==> src/rtl/mmio_uart_tx.sv <==
// Memory-mapped 8N1 UART transmitter with a small TX FIFO.
// Two registers: TXDATA (write pushes a byte) and STATUS (flags, FIFO count, overflow clear).
module mmio_uart_tx #(
  parameter logic [31:0] BASE_ADDR    = 32'h0000_3000,
  parameter int          CLKS_PER_BIT = 16,
  parameter int          FIFO_DEPTH   = 8
) (
  input  logic        clock,
  input  logic        reset,
  input  logic [31:0] bus_address,
  input  logic [31:0] bus_write_data,
  input  logic [3:0]  bus_byte_enable,
  input  logic        bus_read_enable,
  input  logic        bus_write_enable,
  output logic [31:0] bus_read_data,
  output logic        uart_tx,
  output logic        tx_irq
);

  localparam int PTR_W = $clog2(FIFO_DEPTH);
  localparam int CNT_W = PTR_W + 1;
  localparam int TMR_W = $clog2(CLKS_PER_BIT);
  localparam logic [CNT_W-1:0] DEPTH_C = CNT_W'(FIFO_DEPTH);
  localparam logic [TMR_W-1:0] TMR_MAX = TMR_W'(CLKS_PER_BIT - 1);

  typedef enum logic [1:0] {IDLE, START, DATA, STOP} state_t;

  state_t           state_q, state_d;
  logic [TMR_W-1:0] timer_q, timer_d;
  logic [2:0]       bit_idx_q, bit_idx_d;
  logic [7:0]       shift_q, shift_d;
  logic             tx_q, tx_d;
  logic [PTR_W-1:0] wr_ptr_q, wr_ptr_d, rd_ptr_q, rd_ptr_d;
  logic [CNT_W-1:0] count_q, count_d;
  logic             overflow_q, overflow_d;
  logic [7:0]       mem_q [FIFO_DEPTH];

  logic        sel, wr_txdata, wr_status, clr_ovf;
  logic        full, empty, busy, push, pop, timer_done;
  logic [31:0] count_ext;
  logic [3:0]  count_sat;
  logic [31:0] status_word;
  logic        unused_bits;

  assign sel       = (bus_address[31:3] == BASE_ADDR[31:3]);
  assign wr_txdata = bus_write_enable && sel && !bus_address[2] && bus_byte_enable[0];
  assign wr_status = bus_write_enable && sel && bus_address[2] && bus_byte_enable[0];
  assign clr_ovf   = wr_status && bus_write_data[3];

  assign full       = (count_q == DEPTH_C);
  assign empty      = (count_q == '0);
  assign busy       = (state_q != IDLE) || !empty;
  assign timer_done = (timer_q == TMR_MAX);

  // A pop on the same edge frees a slot, so a write to a full FIFO still lands.
  assign push = wr_txdata && (!full || pop);

  always_comb begin
    state_d   = state_q;
    timer_d   = timer_q;
    bit_idx_d = bit_idx_q;
    shift_d   = shift_q;
    pop       = 1'b0;
    case (state_q)
      IDLE: begin
        if (!empty) begin
          pop     = 1'b1;
          shift_d = mem_q[rd_ptr_q];
          timer_d = '0;
          state_d = START;
        end
      end
      START: begin
        if (timer_done) begin
          timer_d   = '0;
          bit_idx_d = 3'd0;
          state_d   = DATA;
        end else begin
          timer_d = timer_q + 1'b1;
        end
      end
      DATA: begin
        if (timer_done) begin
          timer_d = '0;
          if (bit_idx_q == 3'd7) begin
            bit_idx_d = 3'd0;
            state_d   = STOP;
          end else begin
            bit_idx_d = bit_idx_q + 3'd1;
          end
        end else begin
          timer_d = timer_q + 1'b1;
        end
      end
      STOP: begin
        if (timer_done) begin
          timer_d = '0;
          if (!empty) begin
            pop     = 1'b1;
            shift_d = mem_q[rd_ptr_q];
            state_d = START;
          end else begin
            state_d = IDLE;
          end
        end else begin
          timer_d = timer_q + 1'b1;
        end
      end
      default: state_d = IDLE;
    endcase

    // The line level is registered from the next state so it changes on the state edge.
    case (state_d)
      START:   tx_d = 1'b0;
      DATA:    tx_d = shift_d[bit_idx_d];
      default: tx_d = 1'b1;
    endcase
  end

  always_comb begin
    wr_ptr_d   = wr_ptr_q;
    rd_ptr_d   = rd_ptr_q;
    count_d    = count_q;
    overflow_d = overflow_q;
    if (push) wr_ptr_d = wr_ptr_q + 1'b1;
    if (pop)  rd_ptr_d = rd_ptr_q + 1'b1;
    case ({push, pop})
      2'b10:   count_d = count_q + 1'b1;
      2'b01:   count_d = count_q - 1'b1;
      default: count_d = count_q;
    endcase
    if (clr_ovf) overflow_d = 1'b0;
    if (wr_txdata && full && !pop) overflow_d = 1'b1;
  end

  always_ff @(posedge clock) begin
    if (reset) begin
      state_q    <= IDLE;
      timer_q    <= '0;
      bit_idx_q  <= 3'd0;
      shift_q    <= 8'h00;
      tx_q       <= 1'b1;
      wr_ptr_q   <= '0;
      rd_ptr_q   <= '0;
      count_q    <= '0;
      overflow_q <= 1'b0;
    end else begin
      state_q    <= state_d;
      timer_q    <= timer_d;
      bit_idx_q  <= bit_idx_d;
      shift_q    <= shift_d;
      tx_q       <= tx_d;
      wr_ptr_q   <= wr_ptr_d;
      rd_ptr_q   <= rd_ptr_d;
      count_q    <= count_d;
      overflow_q <= overflow_d;
    end
  end

  always_ff @(posedge clock) begin
    if (!reset && push) mem_q[wr_ptr_q] <= bus_write_data[7:0];
  end

  assign count_ext   = 32'(count_q);
  assign count_sat   = (count_ext > 32'd15) ? 4'hF : count_ext[3:0];
  assign status_word = {24'h0, count_sat, overflow_q, busy, empty, full};

  assign bus_read_data = (bus_read_enable && sel && bus_address[2]) ? status_word : 32'h0;
  assign uart_tx       = tx_q;
  assign tx_irq        = (state_q == IDLE) && empty;

  assign unused_bits = ^{bus_address[1:0], bus_write_data[31:8], bus_byte_enable[3:1]};

endmodule
==> config.mk <==
export PLATFORM = sky130hd
export DESIGN_NAME = mmio_uart_tx
export DESIGN_NICKNAME = d
export VERILOG_FILES = /design/src/rtl/mmio_uart_tx.sv
export SDC_FILE = /design/constraint.sdc
export NUM_CORES = 1
export LEC_CHECK = 0
export ABC_AREA = 1
export ABC_CLOCK_PERIOD_IN_PS = 3450
export CELL_PAD_IN_SITES_DETAIL_PLACEMENT = 0
export CELL_PAD_IN_SITES_GLOBAL_PLACEMENT = 2
export CORE_ASPECT_RATIO = 1.75
export CORE_UTILIZATION = 32
export DETAILED_ROUTE_END_ITERATION = 10
export GPL_ROUTABILITY_DRIVEN = 0
export HOLD_SLACK_MARGIN = 0.06
export PLACE_DENSITY_LB_ADDON = 0.1
export SYNTH_ARGS = -nofsm -noshare
export SYNTH_HDL_FRONTEND = slang
export SYNTH_SLANG_ARGS = --single-unit
==> constraint.sdc <==
create_clock -name clock -period 3.45 [get_ports clock]
set_input_delay 0.69 -clock clock [delete_from_list [all_inputs] [get_ports clock]]
set_output_delay 0.69 -clock clock [all_outputs]
set_load 0.01 [all_outputs]
==> results.py, run 1 <==
metrics = {
    "worst_setup_path": {
        "slowest_delay_ns": 0.56,
        "worstPathMaxFanout": 8,
        "cp.required_ns": 2.76,
        "rr_startpoint": "state_q[0]",
        "critPathKind": "input pin to output port",
        "endpoint_kind": "output port",
        "setup.worst_path.start_class": "input pin",
        "path_delay_family": "buffers and inverters",
        "critPathArrivalTime_ns": 2.53,
        "cp_slowest_cell": "clkdlybuf4s50_1",
        "path_buf_inv": 4,
        "worstSetupStartpoint": "bus_address[13]",
        "crit_chain": "clkdlybuf4s50_1, inv_1, nor2_1, nand4_1, nor2_1, nand4_1, buf_4, nor3_1, clkdlybuf4s50_1",
    },
    "layout": {
        "multi_input_area_mm2": 0.001723,
        "seqCellArea_mm2": 0.002562,
        "drive_gt1_frac": 0.07815,
        "finalNonFillerCells": 807,
        "diodes": 0,
        "area.growth.synth_to_final_pct": 19.93,
        "fillerInstances": 1465,
        "fin_util": 0.3958,
        "nNetsFinal": 707,
    },
    "worst_hold_path": {
        "hp-class": "register to register",
        "min_from": "rd_ptr_q[2]",
    },
    "clock_tree": {
        "h-tree-depth": 3,
        "cts_made_buffers": 9,
        "clk_latency_ns": 0.34,
        "path_clk_slew_ns": 0.06,
        "max-clock-path-buffers": 2,
        "clock-root-buffer": "clkbuf_16",
        "tritoncts": "done",
        "cts_hold_buf": 0,
        "cts_sinks": 96,
    },
    "global_routing": {
        "antenna_found_initial": 0,
        "grt_max_degree": 42,
        "grt_pass1_wl_um": 19020,
        "grt_pass1_vias": 3718,
        "overflow": 0,
        "grt_usage": 0.1651,
    },
    "place": {
        "preCtsSetupSlack_ns": 0.1988,
        "io_buffers": 52,
        "placedCellCount": 791,
        "detailed_place_hpwl_um": 8435,
    },
    "detailed_routing": {
        "vias": 3657,
        "drtIter0Drc": 133,
        "firstDrtPassIters": 4,
        "drc": 0,
        "wl_per_cell_um": 14.48,
        "avgViaCountPerCell": 4.532,
        "wl_um": 11690,
        "antenna_left": 0,
    },
    "timing": {
        "worst_slack_ns": 0.2277,
        "hold_viol": 0,
        "slew_headroom": 0.4698,
        "fin_worst_skew_ns": 0.009961,
        "tightest_slew_ns": 0.7944,
        "slew_violations": 0,
        "fmax_ghz": 0.3103,
        "hold-worst-slack_ns": 0.4729,
        "fin_tns_setup_ns": 0,
        "rsz0062_at_grt": "no",
        "fin_crit_sh": 0.9340,
        "setup_violations": 0,
        "min_period_ns": 3.222,
    },
    "synthesis": {
        "ys_ff_latch": 96,
        "synth_edf_count": 64,
        "synthCells": 560,
        "async_flop_share": 0,
        "synth_top_family_by_area": "simple AND/OR/NAND/NOR gates",
        "synth_simple_gate_area_frac": 0.2505,
        "yosys.area_share.adder": 0.03553,
        "yosys_warnings": 0,
        "synthTopCellsByArea": "edfxtp_1 40%, dfxtp_1 13%, nand2_1 8.6%",
        "synth_common_cells": "110 x nand2_1, 84 x inv_1, 76 x nand3_1, 74 x nor2_1, 64 x edfxtp_1",
        "yosysTopAreaCellShare": 0.4013,
        "synth-main-ff-cell": "edfxtp_1",
        "synth_most_common_cell": "nand2_1",
        "synth_xor_area_frac": 0.003657,
        "synthesis.area_mm2": 0.004790,
        "synthDistinctLibCells": 32,
        "synth_top_cell_by_area": "edfxtp_1",
        "synthMuxAreaShare": 0,
        "synth-compound-area-share": 0.05016,
        "synth_seq_area_share": 0.5350,
        "syn_area_per_cell_um2": 8.553,
    },
    "floorplanning": {
        "fp.dieH_um": 163.8,
        "fp.dieW_um": 94.48,
        "core_mm2": 0.01451,
        "initial_utilization": 0.3300,
        "die_area_mm2": 0.01548,
        "fp-row-count": 58,
        "pin_count": 106,
    },
    "power": {
        "ir_worst_vdd_v": 0.0003057,
        "p_leak_nw": 2.401,
        "power_density_mw_per_mm2": 565.5,
    },
    "run_status": {
        "status": "finished clean",
    },
    "flow_run": {
        "drv_cap": 0,
    },
}
==> per-layer routing <==
layer	vias up	wire length (µm)	share of wire	track usage
met4	0	245	0.021	0.06336
met5	-	0	0	0
met3	18	312	0.027	0.02778
met1	1700	4675	0.40	0.1761
li1	1882	-	-	-
met2	57	6455	0.55	0.3149
==> stage by stage <==
stage          area, µm²  power, mW
6_report            5744      3.248
2_1_floorplan       4876      2.095
3_3_place_gp        5473      2.365
3_5_place_dp        5473      2.380
4_1_cts             5739      3.300
5_1_grt             5744      3.481
==> flip-flops by register name (all words and copies together) (netlist names), named ones only <==
| signal | cells |
|---|---|
| mem_q | 64 |
| bit_idx_q | 3 |
| state_q | 2 |
| rd_ptr_q | 3 |
| wr_ptr_q | 3 |
| uart_tx | 1 |
| overflow_q | 1 |
| count_q | 4 |
| shift_q | 8 |
| timer_q | 4 |
==> worst paths after layout <==
path                       to  slack [ns]  cells past startpoint
max          bus_read_data[0]        0.23                      9
min                  register        0.47                      2
max reg2reg       mem_q[7][3]        1.06                     14
min reg2reg          register        0.47                      2
==> logic make-up (layout without fill, tap and decap cells) <==
logic type / Yosys count / after routing
xor gates and xnor gates: 2 / 2
adders and majority gates: 13 / 13
and+or+nand+nor: 278 / 278
other: 1 / 24
AOI/OAI and AO/OA: 42 / 42
DFF: 96 / 96
buffers and inverters: 128 / 172
==> tightest hold or removal path: stages, from the launching register on <==
cell     delay [ns]
dfxtp_1        0.31
inv_1          0.05
a21oi_1        0.07
==> power by group <==
group          switching, mW  internal, mW  leakage [nW]
logic                  0.627         0.340          1.44
clock network          0.424         0.490         0.126
registers             0.0565          1.31         0.836
==> final cells by class <==
type / instances / share of cell area
sequential: 96 / 0.4461
multi-input combinational: 359 / 0.2999
timing repair buffer: 67 / 0.1102
inverter: 89 / 0.05816
clock buffer: 11 / 0.04051
tap: 180 / 0.03921
clock inverter: 5 / 0.005881
==> placed cells by master, fill, tap and decap left out, types with 5 or more instances in the layout <==
| cell type | Yosys | layout |
|---|---|---|
| edfxtp_1 | 64 | 64 |
| nand4_1 | 5 | 5 |
| inv_1 | 84 | 84 |
| dfxtp_1 | 32 | 32 |
| clkbuf_16 | 0 | 9 |
| nor2_1 | 74 | 74 |
| clkdlybuf4s50_1 | 0 | 52 |
| o21ai_0 | 10 | 10 |
| buf_4 | 26 | 15 |
| nand2_1 | 110 | 110 |
| ha_1 | 12 | 12 |
| inv_2 | 5 | 5 |
| a21oi_1 | 23 | 23 |
| nand3_1 | 76 | 76 |
| conb_1 | 1 | 24 |
==> repair_timing <==
item	CTS	global route
resized for setup	0	1
endpoints found under the setup margin	0	1
setup buffers	0	0
Note: power is estimated with default switching activity, not from simulation.
==> run 2: changes to the inputs <==
--- a/config.mk
+++ b/config.mk
@@ -6,7 +6,7 @@
 export NUM_CORES = 1
 export LEC_CHECK = 0
 export ABC_AREA = 1
-export ABC_CLOCK_PERIOD_IN_PS = 3450
+export ABC_CLOCK_PERIOD_IN_PS = 3900
 export CELL_PAD_IN_SITES_DETAIL_PLACEMENT = 0
 export CELL_PAD_IN_SITES_GLOBAL_PLACEMENT = 2
 export CORE_ASPECT_RATIO = 1.75
==> constraint.sdc (replaced) <==
create_clock -name clock -period 3.9 [get_ports clock]
set_input_delay 0.78 -clock clock [delete_from_list [all_inputs] [get_ports clock]]
set_output_delay 0.78 -clock clock [all_outputs]
set_load 0.01 [all_outputs]
==> run 2 against run 1 <==
  * Clock skew shrank 0.0025 ns
  * Flip-flop and latch count is the same
  * Largest cell class unchanged
  * Highest routed layer unchanged
  * Sequential power fell by 12%
  * Non-clock buffer count is 3 lower
  * Clock power down 8.4%
  * Design area shrank 0.22%
==> results.py, run 2 (synthesis gave the netlist of run 1 again) <==
metrics = {
    "run_status": {
        "status": "finished clean",
    },
    "power": {
        "pwr-share-comb": 0.290,
        "power.share.clock": 0.290,
        "seqPwrFrac": 0.420,
        "ir_worst_vdd_v": 0.0002635,
        "finalPower_mw": 2.884,
        "intPower_mw": 1.902,
        "power_density_mw_per_mm2": 503.2,
        "p_switching_uw": 982.2,
        "p_leak_nw": 2.385,
        "sw_frac_of_total": 0.3406,
    },
    "global_routing": {
        "grt_usage": 0.1646,
        "grt_max_degree": 43,
        "grt_pass1_vias": 3578,
        "overflow": 0,
        "antenna_found_initial": 0,
        "grt_pass1_wl_um": 18730,
    },
    "clock_tree": {
        "cts_made_buffers": 9,
        "clk_latency_ns": 0.34,
        "cts_sinks": 96,
        "cts_resized": 0,
        "clock-root-buffer": "clkbuf_16",
        "h-tree-depth": 3,
        "max-clock-path-buffers": 2,
        "tritoncts": "done",
        "path_clk_slew_ns": 0.07,
    },
    "floorplanning": {
        "pin_count": 106,
        "core_mm2": 0.01451,
        "die_area_mm2": 0.01548,
        "initial_utilization": 0.3300,
        "fp.dieH_um": 163.8,
        "fp-row-count": 58,
        "fp.dieW_um": 94.48,
    },
    "detailed_routing": {
        "wl_per_cell_um": 14.51,
        "firstDrtPassIters": 4,
        "vias": 3620,
        "drtIter0Drc": 98,
        "wl_um": 11670,
        "drc": 0,
        "antenna_left": 0,
        "avgViaCountPerCell": 4.502,
    },
    "layout": {
        "area.growth.synth_to_final_pct": 19.67,
        "diodes": 0,
        "layout_common_cells": "110 x nand2_1, 84 x inv_1, 76 x nand3_1, 74 x nor2_1, 64 x edfxtp_1",
        "drive_gt1_frac": 0.07372,
        "layout_commonest_cell": "nand2_1",
        "largest_register_ffs": 64,
        "fillerInstances": 1513,
        "top_register": "mem_q",
        "reg_top3": "mem_q: 64 flops, shift_q: 8 flops",
        "finalNonFillerCells": 804,
        "nNetsFinal": 704,
    },
    "worst_setup_path": {
        "endpoint_kind": "output port",
        "setup.worst_path.start_class": "input pin",
        "crit_chain": "clkdlybuf4s50_1, nor2_1, nand4_1, nor3_1, nand4_1, buf_4, nor3_1, clkdlybuf4s50_1",
        "critPathArrivalTime_ns": 2.67,
        "cp_slowest_cell": "clkdlybuf4s50_1",
        "slowest_delay_ns": 0.56,
        "critPathKind": "input pin to output port",
        "r2r_slack_ns": 1.28,
        "worstPathMaxFanout": 8,
        "rr_startpoint": "state_q[0]",
        "cp.required_ns": 3.12,
        "rr_endpoint": "mem_q[3][4]",
        "ff2ff_path_depth": 14,
    },
    "timing": {
        "fin_worst_skew_ns": 0.007467,
        "fin_crit_sh": 0.8857,
        "rsz0062_at_grt": "no",
        "setup_violations": 0,
        "fin_tns_setup_ns": 0,
        "tightest_slew_ns": 0.7808,
        "slew_headroom": 0.4789,
        "fmax_ghz": 0.2895,
        "slew_violations": 0,
        "hold_viol": 0,
        "min_period_ns": 3.454,
    },
    "place": {
        "detailed_place_hpwl_um": 8432,
        "placedCellCount": 787,
        "io_buffers": 52,
    },
    "worst_hold_path": {
        "hp-class": "register to register",
        "min_from": "rd_ptr_q[2]",
        "holdPathStages": 2,
    },
    "flow_run": {
        "drv_cap": 0,
    },
}
-- run 2: cell types whose count changed in the layout (fill, tap and decap cells not counted), sizes merged --
cell | previous run | this run
buf | 15 | 12
clkbuf | 11 | 10
clkinv | 2 | 1
clkinvlp | 2 | 4
-- run 2: worst max-delay path, delay by kind of cell --
family                 cells  cell delay [ns]
buffers and inverters      3             1.14
and+or+nand+nor            5             0.75
-- run 2: repair_timing --
| action | 4_1_cts | 5_1_grt |
|---|---|---|
| endpoints found under the setup margin | 0 | 1 |
| buffers inserted | 0 | 1 |
| hold buffers | 0 | 0 |
-- run 2: worst max-delay path by stage --
stage	from	end	slack [ns]	cells past startpoint
after floorplan	bus_address[22]	count_q[3]	1.32	15
after global placement	bus_address[26]	bus_read_data[3]	0.24	7
after detailed placement	bus_address[26]	bus_read_data[3]	0.20	7
after CTS	bus_address[26]	bus_read_data[3]	0.19	7
after global routing	bus_address[28]	bus_read_data[3]	0.27	8
final	bus_address[26]	bus_read_data[0]	0.45	8
-- run 2: power by group through the flow --
stage               registers, mW  clock network, mW  logic, mW
finish                       1.21              0.837      0.837
global route                 1.22              0.895      0.963
CTS                          1.21              0.858      0.857
detailed placement           1.23                  0      0.854
global placement             1.23                  0      0.844
floorplan                    1.21                  0      0.639
-- run 2: layer usage --
layer / routed length [µm] / GRT usage / up-vias
met5: 0 / 0 / -
met1: 4612 / 0.1802 / 1684
li1: - / - / 1870
met2: 6606 / 0.3146 / 56
met4: 140 / 0.05096 / 0
met3: 308 / 0.02731 / 10
-- run 2: metrics by stage --
stage	setup slack [ns]	hold slack, ns	util	cell area, µm²
floorplan	1.325	0.4334	-	4876
global placement	0.2403	0.4483	0.3750	5443
detailed placement	0.2010	0.4613	0.3750	5443
CTS	0.1914	0.4720	0.3944	5724
global route	0.2736	0.4947	0.3949	5732
finish	0.4458	0.4727	0.3949	5732
-- run 2: final cells by class --
class,count,area [µm²],area share
Clock inverter,6,42.54,0.007422
Multi-Input combinational cell,359,1718,0.2997
Timing Repair Buffer,64,610.6,0.1065
Clock buffer,10,239.0,0.04169
Tap cell,180,225.2,0.03929
Sequential cell,96,2562,0.4471
Inverter,89,334.1,0.05828
